[config.mk]
export PLATFORM = sky130hd
export DESIGN_NAME = br_predictor_flat
export DESIGN_NICKNAME = d
export VERILOG_FILES = /design/src/rtl/br_predictor_if.sv /design/src/rtl/br_predictor.sv /design/src/flat_wrapper.sv
export SDC_FILE = /design/constraint.sdc
export NUM_CORES = 2
export LEC_CHECK = 0
export CAP_MARGIN = 10
export CORE_AREA = 2 2 312 314
export CTS_BUF_LIST = sky130_fd_sc_hd__clkbuf_8
export CTS_CLUSTER_DIAMETER = 50
export CTS_CLUSTER_SIZE = 14
export DETAILED_ROUTE_END_ITERATION = 8
export DIE_AREA = 0 0 314 316
export HOLD_SLACK_MARGIN = 0.15
export PLACE_DENSITY = 0.76
export SLEW_MARGIN = 20
export SYNTH_ARGS = -nofsm -noshare
export SYNTH_HDL_FRONTEND = slang
export SYNTH_SLANG_ARGS = --single-unit
[constraint.sdc]
create_clock -name clk -period 7.9 [get_ports clk]
set_clock_uncertainty 0.1 [all_clocks]
set_input_delay 0.79 -clock clk [delete_from_list [all_inputs] [get_ports clk]]
set_output_delay 0.79 -clock clk [all_outputs]
set_load 0.005 [all_outputs]
[src/rtl/br_predictor_if.sv]
// Fetch/execute-side bundle for the branch predictor: lookup, resolve update,
// flush and statistics. The predictor attaches through the slave modport.
interface br_predictor_if;
  logic [31:0] lk_pc;
  logic        pred_hit;
  logic        pred_taken;
  logic [31:0] pred_target;
  logic        upd_valid;
  logic [31:0] upd_pc;
  logic        upd_taken;
  logic [31:0] upd_target;
  logic        upd_mispredict;
  logic        flush;
  logic [31:0] stat_branches;
  logic [31:0] stat_mispredicts;

  modport master (
    output lk_pc, upd_valid, upd_pc, upd_taken, upd_target, upd_mispredict, flush,
    input  pred_hit, pred_taken, pred_target, stat_branches, stat_mispredicts
  );

  modport slave (
    input  lk_pc, upd_valid, upd_pc, upd_taken, upd_target, upd_mispredict, flush,
    output pred_hit, pred_taken, pred_target, stat_branches, stat_mispredicts
  );
endinterface

[src/rtl/br_predictor.sv]
// Direct-mapped BTB with 2-bit saturating direction counters, zero-latency
// lookup for fetch, update from resolved branches, and saturating
// branch / mispredict statistics.
module br_predictor #(
  parameter int ENTRIES = 16
) (
  input  logic            clk,
  input  logic            rst_n,
  br_predictor_if.slave   bp
);
  localparam int IDX_W = $clog2(ENTRIES);
  localparam int TAG_W = 32 - IDX_W - 2;

  localparam logic [1:0] CTR_STRONG_NT = 2'b00;
  localparam logic [1:0] CTR_WEAK_NT   = 2'b01;
  localparam logic [1:0] CTR_WEAK_T    = 2'b10;
  localparam logic [1:0] CTR_STRONG_T  = 2'b11;

  logic [ENTRIES-1:0] valid_q, valid_d;
  logic [TAG_W-1:0]   tag_q    [ENTRIES];
  logic [TAG_W-1:0]   tag_d    [ENTRIES];
  logic [31:0]        target_q [ENTRIES];
  logic [31:0]        target_d [ENTRIES];
  logic [1:0]         ctr_q    [ENTRIES];
  logic [1:0]         ctr_d    [ENTRIES];
  logic [31:0]        stat_branches_q, stat_branches_d;
  logic [31:0]        stat_mispredicts_q, stat_mispredicts_d;

  logic [IDX_W-1:0]   lk_idx, upd_idx;
  logic [TAG_W-1:0]   lk_tag, upd_tag;
  logic               lk_hit, lk_taken, upd_hit;

  assign lk_idx  = bp.lk_pc[IDX_W+1:2];
  assign lk_tag  = bp.lk_pc[31:IDX_W+2];
  assign upd_idx = bp.upd_pc[IDX_W+1:2];
  assign upd_tag = bp.upd_pc[31:IDX_W+2];

  // Byte-offset bits of the update PC play no part in indexing or tagging.
  logic unused_upd_pc_lsb;
  assign unused_upd_pc_lsb = ^bp.upd_pc[1:0];

  // Combinational lookup off the current (pre-update) table contents.
  always_comb begin
    lk_hit          = valid_q[lk_idx] && (tag_q[lk_idx] == lk_tag);
    lk_taken        = lk_hit && ctr_q[lk_idx][1];
    bp.pred_hit     = lk_hit;
    bp.pred_taken   = lk_taken;
    bp.pred_target  = lk_taken ? target_q[lk_idx] : bp.lk_pc + 32'd4;
  end

  assign upd_hit = valid_q[upd_idx] && (tag_q[upd_idx] == upd_tag);

  // Table next state: train on hit, allocate on taken miss, flush clears valids last.
  always_comb begin
    // NOTE: every always_comb output gets a full default first so no path
    // leaves it unassigned, which would otherwise infer a latch.
    valid_d  = valid_q;
    tag_d    = tag_q;
    target_d = target_q;
    ctr_d    = ctr_q;
    if (bp.upd_valid) begin
      if (upd_hit) begin
        if (bp.upd_taken) begin
          if (ctr_q[upd_idx] != CTR_STRONG_T) ctr_d[upd_idx] = ctr_q[upd_idx] + 2'd1;
          target_d[upd_idx] = bp.upd_target;
        end else if (ctr_q[upd_idx] != CTR_STRONG_NT) begin
          ctr_d[upd_idx] = ctr_q[upd_idx] - 2'd1;
        end
      end else if (bp.upd_taken) begin
        valid_d[upd_idx]  = 1'b1;
        tag_d[upd_idx]    = upd_tag;
        target_d[upd_idx] = bp.upd_target;
        ctr_d[upd_idx]    = CTR_WEAK_T;
      end
    end
    // Flush overrides any allocation made in the same cycle.
    if (bp.flush) valid_d = '0;
  end

  // Statistics next state: count resolved branches and mispredicts, saturating.
  always_comb begin
    stat_branches_d    = stat_branches_q;
    stat_mispredicts_d = stat_mispredicts_q;
    if (bp.upd_valid && (stat_branches_q != '1))
      stat_branches_d = stat_branches_q + 32'd1;
    if (bp.upd_valid && bp.upd_mispredict && (stat_mispredicts_q != '1))
      stat_mispredicts_d = stat_mispredicts_q + 32'd1;
  end

  // State registers; asynchronous reset clears the whole table and the stats.
  always_ff @(posedge clk or negedge rst_n) begin
    if (!rst_n) begin
      // NOTE: the table is small flop storage whose reset contents are part
      // of the visible behaviour, so every entry is reset, not just valid.
      valid_q <= '0;
      for (int i = 0; i < ENTRIES; i++) begin
        tag_q[i]    <= '0;
        target_q[i] <= '0;
        ctr_q[i]    <= CTR_WEAK_NT;
      end
      stat_branches_q    <= '0;
      stat_mispredicts_q <= '0;
    end else begin
      // NOTE: non-blocking assignments so every register samples the
      // pre-edge values, independent of statement order.
      valid_q            <= valid_d;
      tag_q              <= tag_d;
      target_q           <= target_d;
      ctr_q              <= ctr_d;
      stat_branches_q    <= stat_branches_d;
      stat_mispredicts_q <= stat_mispredicts_d;
    end
  end

  assign bp.stat_branches    = stat_branches_q;
  assign bp.stat_mispredicts = stat_mispredicts_q;
endmodule

[src/flat_wrapper.sv]
// flat-port wrapper written by rule: the top's interface ports become plain ports
module br_predictor_flat 
#(
  parameter int ENTRIES = 16
)
  (clk, rst_n, bp_lk_pc, bp_upd_valid, bp_upd_pc, bp_upd_taken, bp_upd_target, bp_upd_mispredict, bp_flush, bp_pred_hit, bp_pred_taken, bp_pred_target, bp_stat_branches, bp_stat_mispredicts);
  br_predictor_if bp_i ();
  input  logic clk;
  input  logic rst_n;
  input wire logic [$bits(bp_i.lk_pc)-1:0] bp_lk_pc;
  input wire logic [$bits(bp_i.upd_valid)-1:0] bp_upd_valid;
  input wire logic [$bits(bp_i.upd_pc)-1:0] bp_upd_pc;
  input wire logic [$bits(bp_i.upd_taken)-1:0] bp_upd_taken;
  input wire logic [$bits(bp_i.upd_target)-1:0] bp_upd_target;
  input wire logic [$bits(bp_i.upd_mispredict)-1:0] bp_upd_mispredict;
  input wire logic [$bits(bp_i.flush)-1:0] bp_flush;
  output wire logic [$bits(bp_i.pred_hit)-1:0] bp_pred_hit;
  output wire logic [$bits(bp_i.pred_taken)-1:0] bp_pred_taken;
  output wire logic [$bits(bp_i.pred_target)-1:0] bp_pred_target;
  output wire logic [$bits(bp_i.stat_branches)-1:0] bp_stat_branches;
  output wire logic [$bits(bp_i.stat_mispredicts)-1:0] bp_stat_mispredicts;
  assign bp_i.lk_pc = bp_lk_pc;
  assign bp_i.upd_valid = bp_upd_valid;
  assign bp_i.upd_pc = bp_upd_pc;
  assign bp_i.upd_taken = bp_upd_taken;
  assign bp_i.upd_target = bp_upd_target;
  assign bp_i.upd_mispredict = bp_upd_mispredict;
  assign bp_i.flush = bp_flush;
  assign bp_pred_hit = bp_i.pred_hit;
  assign bp_pred_taken = bp_i.pred_taken;
  assign bp_pred_target = bp_i.pred_target;
  assign bp_stat_branches = bp_i.stat_branches;
  assign bp_stat_mispredicts = bp_i.stat_mispredicts;
  br_predictor #(.ENTRIES(ENTRIES)) u_core (.clk(clk), .rst_n(rst_n), .bp(bp_i));
endmodule
==> metrics.md <==
| Metric | Value |
|---|---|
| #FFs+latches synth | `about 1000` |
| Routing usage on met3 | `between 7 and 8%` |
| Met1 Track Usage GR | `between 40% and 50%` |
| Max-Cap Viols | `0` |
| Detailed Place HPWL | `83.4 mm` |
| Gate Count Post-Synth | `3535` |
| I/O Pins | `200` |
| Unrepaired setup endpoints after global routing | `no` |
| Final Core Density | `around three fifths` |
| Final hold violation count | `0` |
| EDFF count, synth | `0` |
| Row count | `~110` |
| Peak Freq | `between 100 and 150 MHz` |
| Pwr per Cell Area | `about 240 nW/um^2` |
| Clock transition at path regs | `0.07 ns` |
| Final TNS setup | `0 ns` |
| Routed via count | `32100` |
| Final Max Slew Viols | `0` |
| GPL Wtd Cong | `0.880` |
| ANT nets after route | `0` |
| Ys async rst share | `100%` |
| Tmin final | `around 7.0 ns` |
| DRC viols | `0` |
| Worst setup EP type | `output pin` |
| Hold Crit Class | `register to register` |
| Die area | `99200 um^2` |
| Post-CTS Setup Inserts | `0` |
| CTS buffer count | `roughly 120` |
| Met2 Use GR | `43.1%` |
| Worst Setup Start Kind | `input pin` |
| Detailed Route Iter0 Violations | `3332` |
| Routed len/inst | `approximately 29 um` |
| Leakage power | `between 20 and 30 nW` |
| Nets@finish | `between 3000 and 4000` |
| Post-Syn Area | `53200 um^2` |
| WL final | `143 mm` |
| Status | `finished, final reports clean` |
| Layout cells sized above 1 | `between 40% and 50%` |
| CP Data Arrival Time | `roughly 6.1 ns` |
| H-Tree Depth | `3` |
| Die W | `314 um` |
| Slew headroom | `between 10% and 20%` |
| Worst hold slack | `between 0.3 and 0.4 ns` |
| Sequential share of the synthesized area | `between 40% and 50%` |
| Syn nets | `about 3600` |
| WS Path Type | `input pin to output pin` |
| Crit Path Max Fanout | `45` |
| VDD IR max | `roughly 0.18 mV` |
| TritonCTS clock tree | `yes` |
| Most crowded layer after global routing | `met2` |
| Vias per cell | `6.45` |
| Yosys cell types | `64` |
| GRT Overall Usage | `slightly below 30%` |
| Required time worst endpoint | `approximately 7 ns` |
| First-pass GRT wire length | `around 210 mm` |
| Starting Density | `a little under three fifths` |
| Worst-skew pair later-pin latency | `approximately 0.82 ns` |
| CTS sink cnt | `1040` |
| Ys Warns | `0` |
| Synth Flop Type | `dfrtp_1` |
| Period utilisation layout | `about nine tenths` |
| GRT overflow | `0` |
| Fin worst setup slack | `0.935 ns` |
| Layout area overhead | `10.6%` |
| Initial antenna violation count | `12` |
| Pin count of the biggest net entering global routing | `between 150 and 200` |
| Avg Cell Area, Syn | `~15 um^2` |
| Fillers | `between 7000 and 8000` |
| Vias in the first global route | `~33000` |
| CTS root buf | `clkbuf_8` |
| Core area | `about 96000 um^2` |
| Place WS | `1.05 ns` |
| IO Port Bufs | `~200` |
| Slew @ Worst Pin | `~1.2 ns` |
| Setup violations, final | `0` |
| Post-CTS Resized | `0` |
| Longest Clk Path Bufs | `3` |
| Drt pass-1 iters | `5` |
| Die Ht | `around 320 um` |
stage by stage:
step	instances	power (mW)	cell area (um^2)
CTS	4977	14.2	58800
detailed placement	4762	9.91	56000
global placement	4762	9.78	56000
global route	4982	14.8	58800
finish	4982	14.2	58800
floorplan	3535	8.95	53200
synthesized netlist by cell type, types with 36 or more instances:
library cell  instances  area share (%)
clkbuf_1            180             1.3
mux2i_1             105             2.0
nand2_1              98            0.69
mux2_2              727              15
nor2_1               70            0.49
xnor2_1              87             1.4
mux4_2              374              16
o21ai_0              36            0.34
nand3_1              47            0.44
dfrtp_1            1024              48
buf_2                56            0.53
a21oi_1              40            0.38
mux2_1               46            0.97
inv_1                49            0.35
mux2_4              200             5.6
xor2_1               50            0.82
worst max-delay path, cell delays in order:
cell             delay [ns]
buf_8                  0.36
buf_12                 0.33
mux4_2                 0.55
mux4_2                 0.55
xnor2_1                0.17
nand4_1                0.17
or4_1                  0.57
nor4_1                 0.64
and2_2                 0.82
buf_4                  0.31
nand2_1                0.06
o21ai_0                0.09
clkdlybuf4s50_1        0.55
worst paths after layout:
kind | slack (ns) | startpoint | to | cells after the start
worst max register to register | 3.01 | u_core.tag_q[1] | u_core.tag_q[35] | 10
worst max-delay path | 0.93 | bp_lk_pc[2] | bp_pred_target[14] | 13
max in group asynchronous | 5.29 | rst_n | u_core.target_q[23] | 4
worst min register to register | 0.37 | u_core.ctr_q[24] | u_core.ctr_q[24] | 2
worst min-delay path | 0.37 | u_core.ctr_q[24] | u_core.ctr_q[24] | 2
min in group asynchronous | 0.56 | rst_n | u_core.tag_q[330] | 2
placed cells by master (no fill, tap or decap), types with 19 or more instances in the layout:
| cell type | Yosys | routed |
|---|---|---|
| nand3_1 | 47 | 47 |
| nand4_1 | 31 | 31 |
| mux2i_1 | 105 | 105 |
| o21ai_0 | 36 | 36 |
| mux2_2 | 727 | 727 |
| and3_1 | 23 | 23 |
| xnor2_1 | 87 | 87 |
| a22oi_1 | 30 | 30 |
| mux4_2 | 374 | 374 |
| clkbuf_8 | 0 | 123 |
| buf_4 | 15 | 59 |
| inv_6 | 0 | 19 |
| mux2_4 | 200 | 200 |
| nor4_1 | 19 | 19 |
| clkdlybuf4s50_1 | 0 | 189 |
| inv_1 | 49 | 59 |
| nor2_1 | 70 | 56 |
| o22ai_1 | 21 | 21 |
| mux2_1 | 46 | 46 |
| dfrtp_1 | 1024 | 1024 |
| xor2_1 | 50 | 50 |
| nand2_1 | 98 | 96 |
| a21oi_1 | 40 | 40 |
final cells by class:
type	instances	area, um^2	share of cell area [%]
flip-flops and latches	1040	26000	44.3
multi-input cells	2133	25500	43.4
repair buffers	266	2650	4.51
clock buffers	123	1690	2.88
well taps	1276	1600	2.71
clock inverters	91	1090	1.86
inverters	49	184	0.313
diodes	4	10.0	0.0170
power by group:
group	internal, mW	switching, mW
clock network	2.12	2.20
registers	6.31	0.639
logic	1.78	1.11
sequential cells by signal, summed over array words and instances, names as in the netlist:
register	count
u_core.ctr_q	32
u_core.tag_q	416
u_core.bp.stat_branches	32
u_core.target_q	512
u_core.bp.stat_mispredicts	32
u_core.valid_q	16
layer usage:
metal / vias up / share of wire (%)
met5: - / 0.039
met4: 10 / 3.4
met3: 294 / 8.5
met2: 1266 / 45
met1: 17200 / 43
li1: 13400 / -
kinds of logic after synthesis:
kind of cell | after synthesis | share of synthesized area [%]
AO/OA/AOI/OAI | 164 | 1.96
XOR/XNOR | 137 | 2.26
adder cells (fa/ha/maj) | 5 | 0.118
buffers and inverters | 362 | 3.24
AND/OR/NAND/NOR | 375 | 3.63
multiplexers | 1452 | 39.8
flip-flops | 1040 | 49.0
timing repair:
| action | in CTS | in global routing |
|---|---|---|
| setup endpoints to repair | 0 | 0 |
| endpoints found under the hold margin | 102 | 0 |
| hold buffers | 1 | 0 |
(Power assumes the default switching activity.)
